`config.mk`:
```
export PLATFORM = sky130hd
export DESIGN_NAME = stopwatch_ctrl
export DESIGN_NICKNAME = d
export VERILOG_FILES = /design/src/rtl/stopwatch_ctrl_pkg.sv /design/src/rtl/stopwatch_ctrl_debounce.sv /design/src/rtl/stopwatch_ctrl.sv
export SDC_FILE = /design/constraint.sdc
export NUM_CORES = 1
export LEC_CHECK = 0
export BUFFER_PORTS_ARGS = -buffer_cell sky130_fd_sc_hd__buf_2
export CAP_MARGIN = 20
export CORE_UTILIZATION = 45
export CTS_BUF_LIST = sky130_fd_sc_hd__clkbuf_2
export DETAILED_ROUTE_END_ITERATION = 8
export GPL_TIMING_DRIVEN = 0
export PLACE_DENSITY_LB_ADDON = 0.25
export SYNTH_ARGS = -nofsm -noshare
export SYNTH_HDL_FRONTEND = slang
export SYNTH_SLANG_ARGS = --single-unit
```
`constraint.sdc`:
```
create_clock -name clk_slw -period 3.6 [get_ports clk_slw]
set_clock_uncertainty 0.1 [all_clocks]
set_input_delay 0.18 -clock clk_slw [delete_from_list [all_inputs] [get_ports clk_slw]]
set_output_delay 0.18 -clock clk_slw [all_outputs]
set_load 0.02 [all_outputs]
```
`src/rtl/stopwatch_ctrl_pkg.sv`:
```
// stopwatch_ctrl_pkg
//   Shared definitions for the stopwatch controller: state encoding,
//   BCD digit limits and the 4-digit BCD increment used by the live count.
//   Digit layout of a 16-bit count: [15:12] seconds tens, [11:8] seconds ones,
//   [7:4] hundredths tens, [3:0] hundredths ones.
package stopwatch_ctrl_pkg;

  typedef enum logic [1:0] {
    ST_IDLE = 2'd0,
    ST_RUN  = 2'd1,
    ST_LAP  = 2'd2,
    ST_STOP = 2'd3
  } state_t;

  localparam logic [3:0] DIGIT_MAX = 4'd9;
  localparam logic [3:0] TENS_MAX  = 4'd5;

  // 59.99 rolls over to 00.00 silently.
  function automatic logic [15:0] bcd_inc(input logic [15:0] v);
    logic [15:0] r;
    r = v;
    if (v[3:0] != DIGIT_MAX) begin
      r[3:0] = v[3:0] + 4'd1;
    end else begin
      r[3:0] = 4'd0;
      if (v[7:4] != DIGIT_MAX) begin
        r[7:4] = v[7:4] + 4'd1;
      end else begin
        r[7:4] = 4'd0;
        if (v[11:8] != DIGIT_MAX) begin
          r[11:8] = v[11:8] + 4'd1;
        end else begin
          r[11:8] = 4'd0;
          if (v[15:12] != TENS_MAX) r[15:12] = v[15:12] + 4'd1;
          else                      r[15:12] = 4'd0;
        end
      end
    end
    return r;
  endfunction

endpackage

```
`src/rtl/stopwatch_ctrl_debounce.sv`:
```
// btn_debounce
//   Synchronises a raw asynchronous button, debounces it and emits a
//   one-cycle pulse on each accepted press.
// Ports
//   clk_slw  in   clock
//   reset    in   synchronous active-high reset
//   i_btn    in   raw button, active-high
//   o_press  out  one-cycle pulse on a debounced 0->1 transition
module btn_debounce #(
  parameter int DEB_CYCLES = 50000
) (
  input  logic clk_slw,
  input  logic reset,
  input  logic i_btn,
  output logic o_press
);

  localparam int CW = $clog2(DEB_CYCLES + 1);

  logic          r_sync0;
  logic          r_sync1;
  logic          r_level;
  logic          r_level_q;
  logic          r_armed;
  logic [1:0]    r_warm;
  logic [CW-1:0] r_cnt;

  // r_warm masks the two cycles after reset in which r_sync1 still holds its
  // reset value. r_armed only rises once the button is genuinely seen
  // released, so a button held through reset never yields a press.
  always_ff @(posedge clk_slw) begin
    if (reset) begin
      r_sync0   <= 1'b0;
      r_sync1   <= 1'b0;
      r_level   <= 1'b0;
      r_level_q <= 1'b0;
      r_armed   <= 1'b0;
      r_warm    <= 2'b00;
      r_cnt     <= '0;
    end else begin
      r_sync0   <= i_btn;
      r_sync1   <= r_sync0;
      r_level_q <= r_level;
      r_warm    <= {r_warm[0], 1'b1};
      if (r_warm[1] && !r_level && !r_sync1) r_armed <= 1'b1;
      if (r_sync1 != r_level) begin
        if (r_cnt == CW'(DEB_CYCLES - 1)) begin
          r_cnt   <= '0;
          r_level <= r_sync1;
        end else begin
          r_cnt <= r_cnt + CW'(1);
        end
      end else begin
        r_cnt <= '0;
      end
    end
  end

  assign o_press = r_armed && r_level && !r_level_q;

endmodule

```
`src/rtl/stopwatch_ctrl.sv`:
```
// stopwatch_ctrl
//   Start/stop/lap stopwatch with 0.01 s resolution and a 00.00-59.99 range.
//
//   state | meaning
//   IDLE  | cleared, waiting for start
//   RUN   | counting, display shows live count
//   LAP   | counting, display frozen on lap register
//   STOP  | paused, prescaler and count held
//
// Ports
//   clk_slw     in   clock
//   reset       in   synchronous active-high reset
//   btn_ss      in   raw start/stop button
//   btn_lr      in   raw lap/clear button
//   num_1..4    out  BCD digits: sec tens, sec ones, 1/10 s, 1/100 s
//   paused      out  registered "state is STOP"
//   lap_active  out  registered "state is LAP"
module stopwatch_ctrl
  import stopwatch_ctrl_pkg::*;
#(
  parameter int TICK_DIV   = 50000,
  parameter int DEB_CYCLES = 50000
) (
  input  logic       clk_slw,
  input  logic       reset,
  input  logic       btn_ss,
  input  logic       btn_lr,
  output logic [3:0] num_1,
  output logic [3:0] num_2,
  output logic [3:0] num_3,
  output logic [3:0] num_4,
  output logic       paused,
  output logic       lap_active
);

  localparam int PW = (TICK_DIV > 1) ? $clog2(TICK_DIV) : 1;

  state_t        r_state;
  state_t        w_state_nxt;
  logic          w_ss_p;
  logic          w_lr_p;
  logic          w_counting;
  logic          w_lap_cap;
  logic          w_clear;
  logic          w_tick;
  logic [PW-1:0] r_presc;
  logic [15:0]   r_live;
  logic [15:0]   r_lap;
  logic [15:0]   r_disp;
  logic          r_paused;
  logic          r_lap_act;

  btn_debounce #(.DEB_CYCLES(DEB_CYCLES)) u_deb_ss (
    .clk_slw (clk_slw),
    .reset   (reset),
    .i_btn   (btn_ss),
    .o_press (w_ss_p)
  );

  btn_debounce #(.DEB_CYCLES(DEB_CYCLES)) u_deb_lr (
    .clk_slw (clk_slw),
    .reset   (reset),
    .i_btn   (btn_lr),
    .o_press (w_lr_p)
  );

  always_ff @(posedge clk_slw) begin
    if (reset) r_state <= ST_IDLE;
    else       r_state <= w_state_nxt;
  end

  // ss_p always has priority; lr_p is dropped when both arrive together.
  always_comb begin
    w_state_nxt = r_state;
    w_counting  = 1'b0;
    w_lap_cap   = 1'b0;
    w_clear     = 1'b0;
    unique case (r_state)
      ST_IDLE: begin
        if (w_ss_p) w_state_nxt = ST_RUN;
      end
      ST_RUN: begin
        w_counting = 1'b1;
        if (w_ss_p) begin
          w_state_nxt = ST_STOP;
        end else if (w_lr_p) begin
          w_state_nxt = ST_LAP;
          w_lap_cap   = 1'b1;
        end
      end
      ST_LAP: begin
        w_counting = 1'b1;
        if (w_ss_p)      w_state_nxt = ST_STOP;
        else if (w_lr_p) w_state_nxt = ST_RUN;
      end
      ST_STOP: begin
        if (w_ss_p) begin
          w_state_nxt = ST_RUN;
        end else if (w_lr_p) begin
          w_state_nxt = ST_IDLE;
          w_clear     = 1'b1;
        end
      end
      default: w_state_nxt = ST_IDLE;
    endcase
  end

  assign w_tick = w_counting && (r_presc == PW'(TICK_DIV - 1));

  // Lap capture reads r_live before this edge's increment lands.
  always_ff @(posedge clk_slw) begin
    if (reset) begin
      r_presc   <= '0;
      r_live    <= '0;
      r_lap     <= '0;
      r_disp    <= '0;
      r_paused  <= 1'b0;
      r_lap_act <= 1'b0;
    end else begin
      if (w_clear) begin
        r_presc <= '0;
        r_live  <= '0;
        r_lap   <= '0;
      end else begin
        if (w_counting) r_presc <= w_tick ? '0 : r_presc + PW'(1);
        if (w_tick)     r_live  <= bcd_inc(r_live);
        if (w_lap_cap)  r_lap   <= r_live;
      end
      r_disp    <= (r_state == ST_LAP) ? r_lap : r_live;
      r_paused  <= (r_state == ST_STOP);
      r_lap_act <= (r_state == ST_LAP);
    end
  end

  assign num_1      = r_disp[15:12];
  assign num_2      = r_disp[11:8];
  assign num_3      = r_disp[7:4];
  assign num_4      = r_disp[3:0];
  assign paused     = r_paused;
  assign lap_active = r_lap_act;

endmodule

```
=== After elaboration in Yosys (flattened, before gate mapping) ===
Index checks and enable logic that the tools add are counted.

* Register bits after elaboration: 114
* Bits in latches: 0
* RAM bits: 0
* Memory bits (read-only): 0
* Bits of input ports: 4
* Output and inout bits: 18
* Logic and storage cells: 101
* Memories: 0

* Add/subtract/negate cells: 7
* $mul: 0
* Div/mod/pow operators: 0
* Magnitude comparators: 0
* Equal/unequal tests: 16
* Shifts and indexed selects: 0
* Mux-type cells: 21
* Bitwise logic cells: 5
* Reduce and logical (&&, ||, !) cells: 26

{| class="wikitable"
|+ Operators by type and width
! operator !! count
|-
| 16-bit by 1-bit adder with 16-bit output, second input constant || 3
|-
| 16-bit equality test, second input constant || 3
|-
| 16-bit two-way mux || 2
|-
| 4-bit by 1-bit adder with 4-bit output, second input constant || 4
|-
| 4-bit two-way mux || 4
|-
| 2-bit two-way mux || 7
|-
| 4-bit inequality test, second input constant || 3
|-
| 1-bit logical AND || 9
|-
| 3-bit by 1-bit inequality test with 1-bit output, second input constant || 3
|-
| 2-bit case mux with 4 select lines || 1
|-
| 4-bit AND reduction || 2
|-
| 1-bit two-way mux || 7
|-
| 1-bit logical NOT || 6
|-
| 2-bit AND reduction || 3
|-
| 3-bit OR reduction || 2
|-
| 1-bit inverter || 5
|-
| 2-bit equality test, second input constant || 2
|-
| 4-bit by 3-bit inequality test with 1-bit output, second input constant || 1
|-
| 2-bit OR reduction || 2
|-
| 3-bit AND reduction || 1
|-
| 2-bit by 1-bit equality test with 1-bit output, second input constant || 1
|-
| 2-bit logical NOT || 1
|-
| 1-bit inequality test || 2
|-
| 2-bit by 1-bit inequality test with 1-bit output, second input constant || 1
|}

=== Logic depth before layout (Yosys ltp) ===
* Depth after elaboration: 6
* Mapped depth: 9
* Gate-level depth less buffers: 6

=== By module ===
Synthesis repeated with hierarchy kept, for this count alone.

* Cells, all modules: 539
* Area total of the unflattened synthesis: 4837.1 µm²

{| class="wikitable"
|+ Modules (own cells, without submodules)
! module !! times used !! cells an instance !! area each (µm²) !! sequential area each (µm²)
|-
| stopwatch_ctrl || 1 || 337 || 2972.9 || 1361.3
|-
| btn_debounce || 2 || 101 || 932.1 || 460.4
|}

=== Worst setup path after synthesis ===
Ideal clock, no wire load.

* Path kind: register to register
* Start: register r_state[1]
* End: register r_live[1]
* Setup time: 0.070 ns
* Arrival: 2.401 ns
* Required time: 3.430 ns
* Setup slack: 1.029 ns
* Stages on the path, launching flop included: 9
* Buffers on the path: 2
* Period minus slack after synthesis: 2.571 ns
* Cells stage by stage: dfxtp_1 -> inv_1 -> ha_1 -> clkbuf_1 -> nand4_1 -> or4_4 -> buf_6 -> or4_1 -> a21oi_1

* Longest elaborated chain between the ends: 4
* Elaborated cells between the ends (all ways): 8
* Those cells by class: eq/ne (3); mux (2); reduce/logical (3)

{| class="wikitable"
|+ Ends and longest elaborated chain
! item !! line !! text
|-
| start: declaration || stopwatch_ctrl.sv:38 || <nowiki>state_t r_state;</nowiki>
|-
| start signal: assignment || stopwatch_ctrl.sv:69 || <nowiki>else r_state <= w_state_nxt;</nowiki>
|-
| 2-bit equality test or 2-bit by 1-bit equality test with 1-bit output (tied branches) || stopwatch_ctrl.sv:78 || <nowiki>unique case (r_state)</nowiki>
|-
| 2-bit OR reduction (no line) * || -- ||
|-
| 1-bit two-way mux * || stopwatch_ctrl.sv:78 ||
|-
| net w_counting || stopwatch_ctrl.sv:42 || <nowiki>logic w_counting;</nowiki>
|-
| 1-bit logical AND * || stopwatch_ctrl.sv:108 || <nowiki>assign w_tick = w_counting && (r_presc == PW'(TICK_DIV - 1));</nowiki>
|-
| end signal: assignment || stopwatch_ctrl.sv:126 || <nowiki>if (w_tick) r_live <= bcd_inc(r_live);</nowiki>
|-
| end: declaration || stopwatch_ctrl.sv:47 || <nowiki>logic [15:0] r_live;</nowiki>
|}

Mark *: on every way through the listed nets, which the timed path passes. The rest lies on a longest branch.
A chain may end at the register's enable or synchronous reset.

=== Worst setup path in the final report ===
* Start: register r_state[0]
* End: register r_live[6]

* Longest elaborated chain between the ends: 5
* Elaborated cells between the ends (all ways): 9
* Those cells by class: eq/ne (3); mux (2); reduce/logical (4)

{| class="wikitable"
|+ Ends and longest elaborated chain
! item !! line
|-
| 2-bit equality test or 2-bit by 1-bit equality test with 1-bit output (tied branches) || stopwatch_ctrl.sv:78
|-
| 2-bit OR reduction (no line) * || --
|-
| 1-bit two-way mux * || stopwatch_ctrl.sv:78
|-
| net w_counting || stopwatch_ctrl.sv:42
|-
| 1-bit logical AND * || stopwatch_ctrl.sv:108
|-
| 2-bit AND reduction (no line) * || --
|}

Marks and branches as above.

==> reports/results.tsv <==
metric	value	unit
Hold Path Origin	btn_ss	
final worst-path cycle share	82.00	%
clk buf depth	2	
post-DP HPWL	6.490	mm
fin worst setup slack	0.6479	ns
VDD IR max	0.1971	mV
Synth async-reset ratio	0	%
DRT iter0 DRCs	138	
Post-synth EDFFs	0	
Setup WS pre-CTS	0.6863	ns
Critical R2R Launch	r_state[0]	
Tot GR Track Use	17.67	%
Root Buffer	clkbuf_2	
pin count of the biggest net entering global routing	18	
Post-Layout Cell Count	694	
worst skew pair latency	0.58	ns
Max H-tree Level	3	
Power Total	1886	uW
Post-CTS Hold Fix Bufs	4	
via count	3681	
status	finished clean	
Final setup violation count	0	
Hold Path Class	in2reg	
port bufs	20	
worst-margin pin slew	1.003	ns
Setup crit start kind	register	
RSZ-0062 raised after global routing	false	
I/O Pins	22	
worst-path maximum fanout	10	
Via density	5.304	
antenna viol nets, final	0	
crit path time final	2.952	ns
setup_tns	0	ns
layout cell share with drive strength beyond 1	6.989	%
DRC viols	0	
most area-consuming cells after synthesis	dfxtp_1, mux2i_1, nor2_1	
total congestion overflow	0	
DP Cell Count	674	
Post-Place Cell Area	5029	sq um
Final Wtd Congestion	0.8026	
Initial Utilization	46.30	%
Net Count, Synth	530	
Slew Limit Fails	0	
Yosys top cell area share	47.12	%
vias in the first global route	3489	
clock sink count	112	
max-cap violations	0	
Hold Fails Final Rpt	0	
final instance area	5176	sq um
top-count cell post-synth	dfxtp_1	
synth unique cells	43	
sequential area share after synthesis	47.12	%
die span in x	104.8	microns
CP required	3.98	ns
PwrDens	364.5	nW/um^2
Core Box Area	10280	sq um
Layout area overhead	8.782	%
postcts setup bufs	0	
full die area	10990	sq um
Cell Area, Synth	4758	sq um
Die Ht	104.8	microns
cell count after synthesis	518	
WP data arrival	3.33	ns
Total Wirelength	9.166	mm
clock transition at the registers of the reported paths	0.26	ns
Lkg Pwr	0.001916	uW
CTS tree	done	
Site Rows	37	
drt wl/cell	13.21	microns
crit path kind	reg2reg	
Setup crit start	r_state[0]	
synthesis warning total	0	
Primary FF master, synth	dfxtp_1	
Inserted Diodes	0	
nets@finish	565	
Slew headroom	32.80	%
CTS Buf Count	9	
Max Clk Rate	338.7	MHz
Syn Area/Cell	9.186	sq um
Post-synth top cells	dfxtp_1, nor2_1, mux2i_1	
antenna violations before repair	0	
area leader, netlist	dfxtp_1	
# resized after CTS	0	
Seq cells post-synth	112	
critical path endpoint category	register	
global-route wire length before repair	15.78	mm
DR pass1 iterations	4	
per-stage QoR:
step	hold slack, ns	util (%)
after floorplan	0.2082	-
after global placement	0.2962	48.93
after detailed placement	0.3048	48.93
after CTS	0.2025	50.37
after global routing	0.1964	50.37
final	0.2412	50.37
cells by family (layout without fill, tap and decap cells):
family / count (synthesis) / after routing / share of synthesized area, %
and+or+nand+nor: 232 / 232 / 26.11
xor gates and xnor gates: 38 / 38 / 6.994
adders and majority gates: 8 / 8 / 2.104
DFF: 112 / 112 / 47.12
muxes: 37 / 37 / 7.783
buffers and inverters: 37 / 77 / 3.077
AOI/OAI and AO/OA: 54 / 54 / 6.811
final timing paths:
check	to	slack, ns	cells after the start
worst max-delay path	r_live[6]	0.65	9
worst min-delay path	u_deb_ss.r_sync0	0.24	3
worst max register to register	r_live[6]	0.65	9
worst min register to register	u_deb_lr.r_cnt[0]	0.36	1
power breakdown:
group	total (uW)	switching (uW)	internal (uW)	leakage, uW
clock network	536	383	153	0.0000644
logic	83.3	52.0	31.3	0.000948
registers	1270	10.6	1260	0.000904
total	1890	445	1440	0.00192
worst max-delay path: stages, from the launching register on:
cell,delay (ns)
dfxtp_1,0.47
inv_1,0.12
ha_1,0.29
clkbuf_1,0.27
nand4_1,0.26
or4_4,0.56
buf_6,0.16
clkbuf_1,0.24
o31ai_1,0.30
a21oi_1,0.10
final cells by class:
class / instances / area (sq um)
multi-input cells: 369 / 2370
inverters: 10 / 37.54
fillers: 979 / 5101
flip-flops and latches: 112 / 2242
clock inverters: 7 / 62.56
plain buffers: 27 / 108.9
well taps: 136 / 170.2
clock buffers: 9 / 45.04
repair buffers: 24 / 140.1
registers in the layout, summed over array words and instances, names as in the netlist:
register,cells
paused,1
r_live,16
u_deb_ss.r_armed,1
u_deb_lr.r_sync0,1
u_deb_lr.r_level_q,1
u_deb_lr.r_level,1
u_deb_ss.r_level,1
r_state,2
u_deb_ss.r_level_q,1
u_deb_lr.r_armed,1
u_deb_lr.r_warm,1
u_deb_ss.r_sync0,1
u_deb_lr.r_cnt,16
r_presc,16
lap_active,1
u_deb_ss.r_warm,1
u_deb_ss.r_cnt,16
u_deb_ss.r_sync1,1
u_deb_lr.r_sync1,1
r_lap,16
r_disp,16
cell usage in the layout (no fill, tap or decap), types with 4 or more instances in the layout:
cell | Yosys | routed
a21oi_1 | 22 | 22
and2_1 | 4 | 4
and3_1 | 10 | 10
and4_1 | 4 | 4
buf_2 | 0 | 20
clkbuf_1 | 26 | 26
clkbuf_2 | 0 | 9
dfxtp_1 | 112 | 112
dlygate4sd3_1 | 0 | 4
ha_1 | 8 | 8
inv_1 | 10 | 10
mux2i_1 | 37 | 37
nand2_1 | 25 | 25
nand2b_1 | 6 | 6
nand3_1 | 15 | 15
nand4_1 | 23 | 23
nand4b_1 | 6 | 6
nor2_1 | 85 | 85
nor2b_1 | 16 | 16
nor3_1 | 6 | 6
nor4bb_1 | 6 | 6
o21ai_0 | 13 | 13
o31ai_1 | 6 | 6
or3_1 | 5 | 5
or4_1 | 5 | 5
xnor2_1 | 14 | 14
xor2_1 | 24 | 24
routing by layer:
| metal | track usage [%] | share of wire, % | vias to the layer above | routed length, microns |
|---|---|---|---|---|
| li1 | - | - | 1879 | - |
| met1 | 22.30 | 47 | 1731 | 4315 |
| met2 | 29.38 | 48 | 62 | 4401 |
| met3 | 4.991 | 4.0 | 9 | 363 |
| met4 | 5.030 | 0.94 | 0 | 86 |
| met5 | 0 | 0 | - | 0 |
No activity file was read; power rests on OpenSTA's default activity.
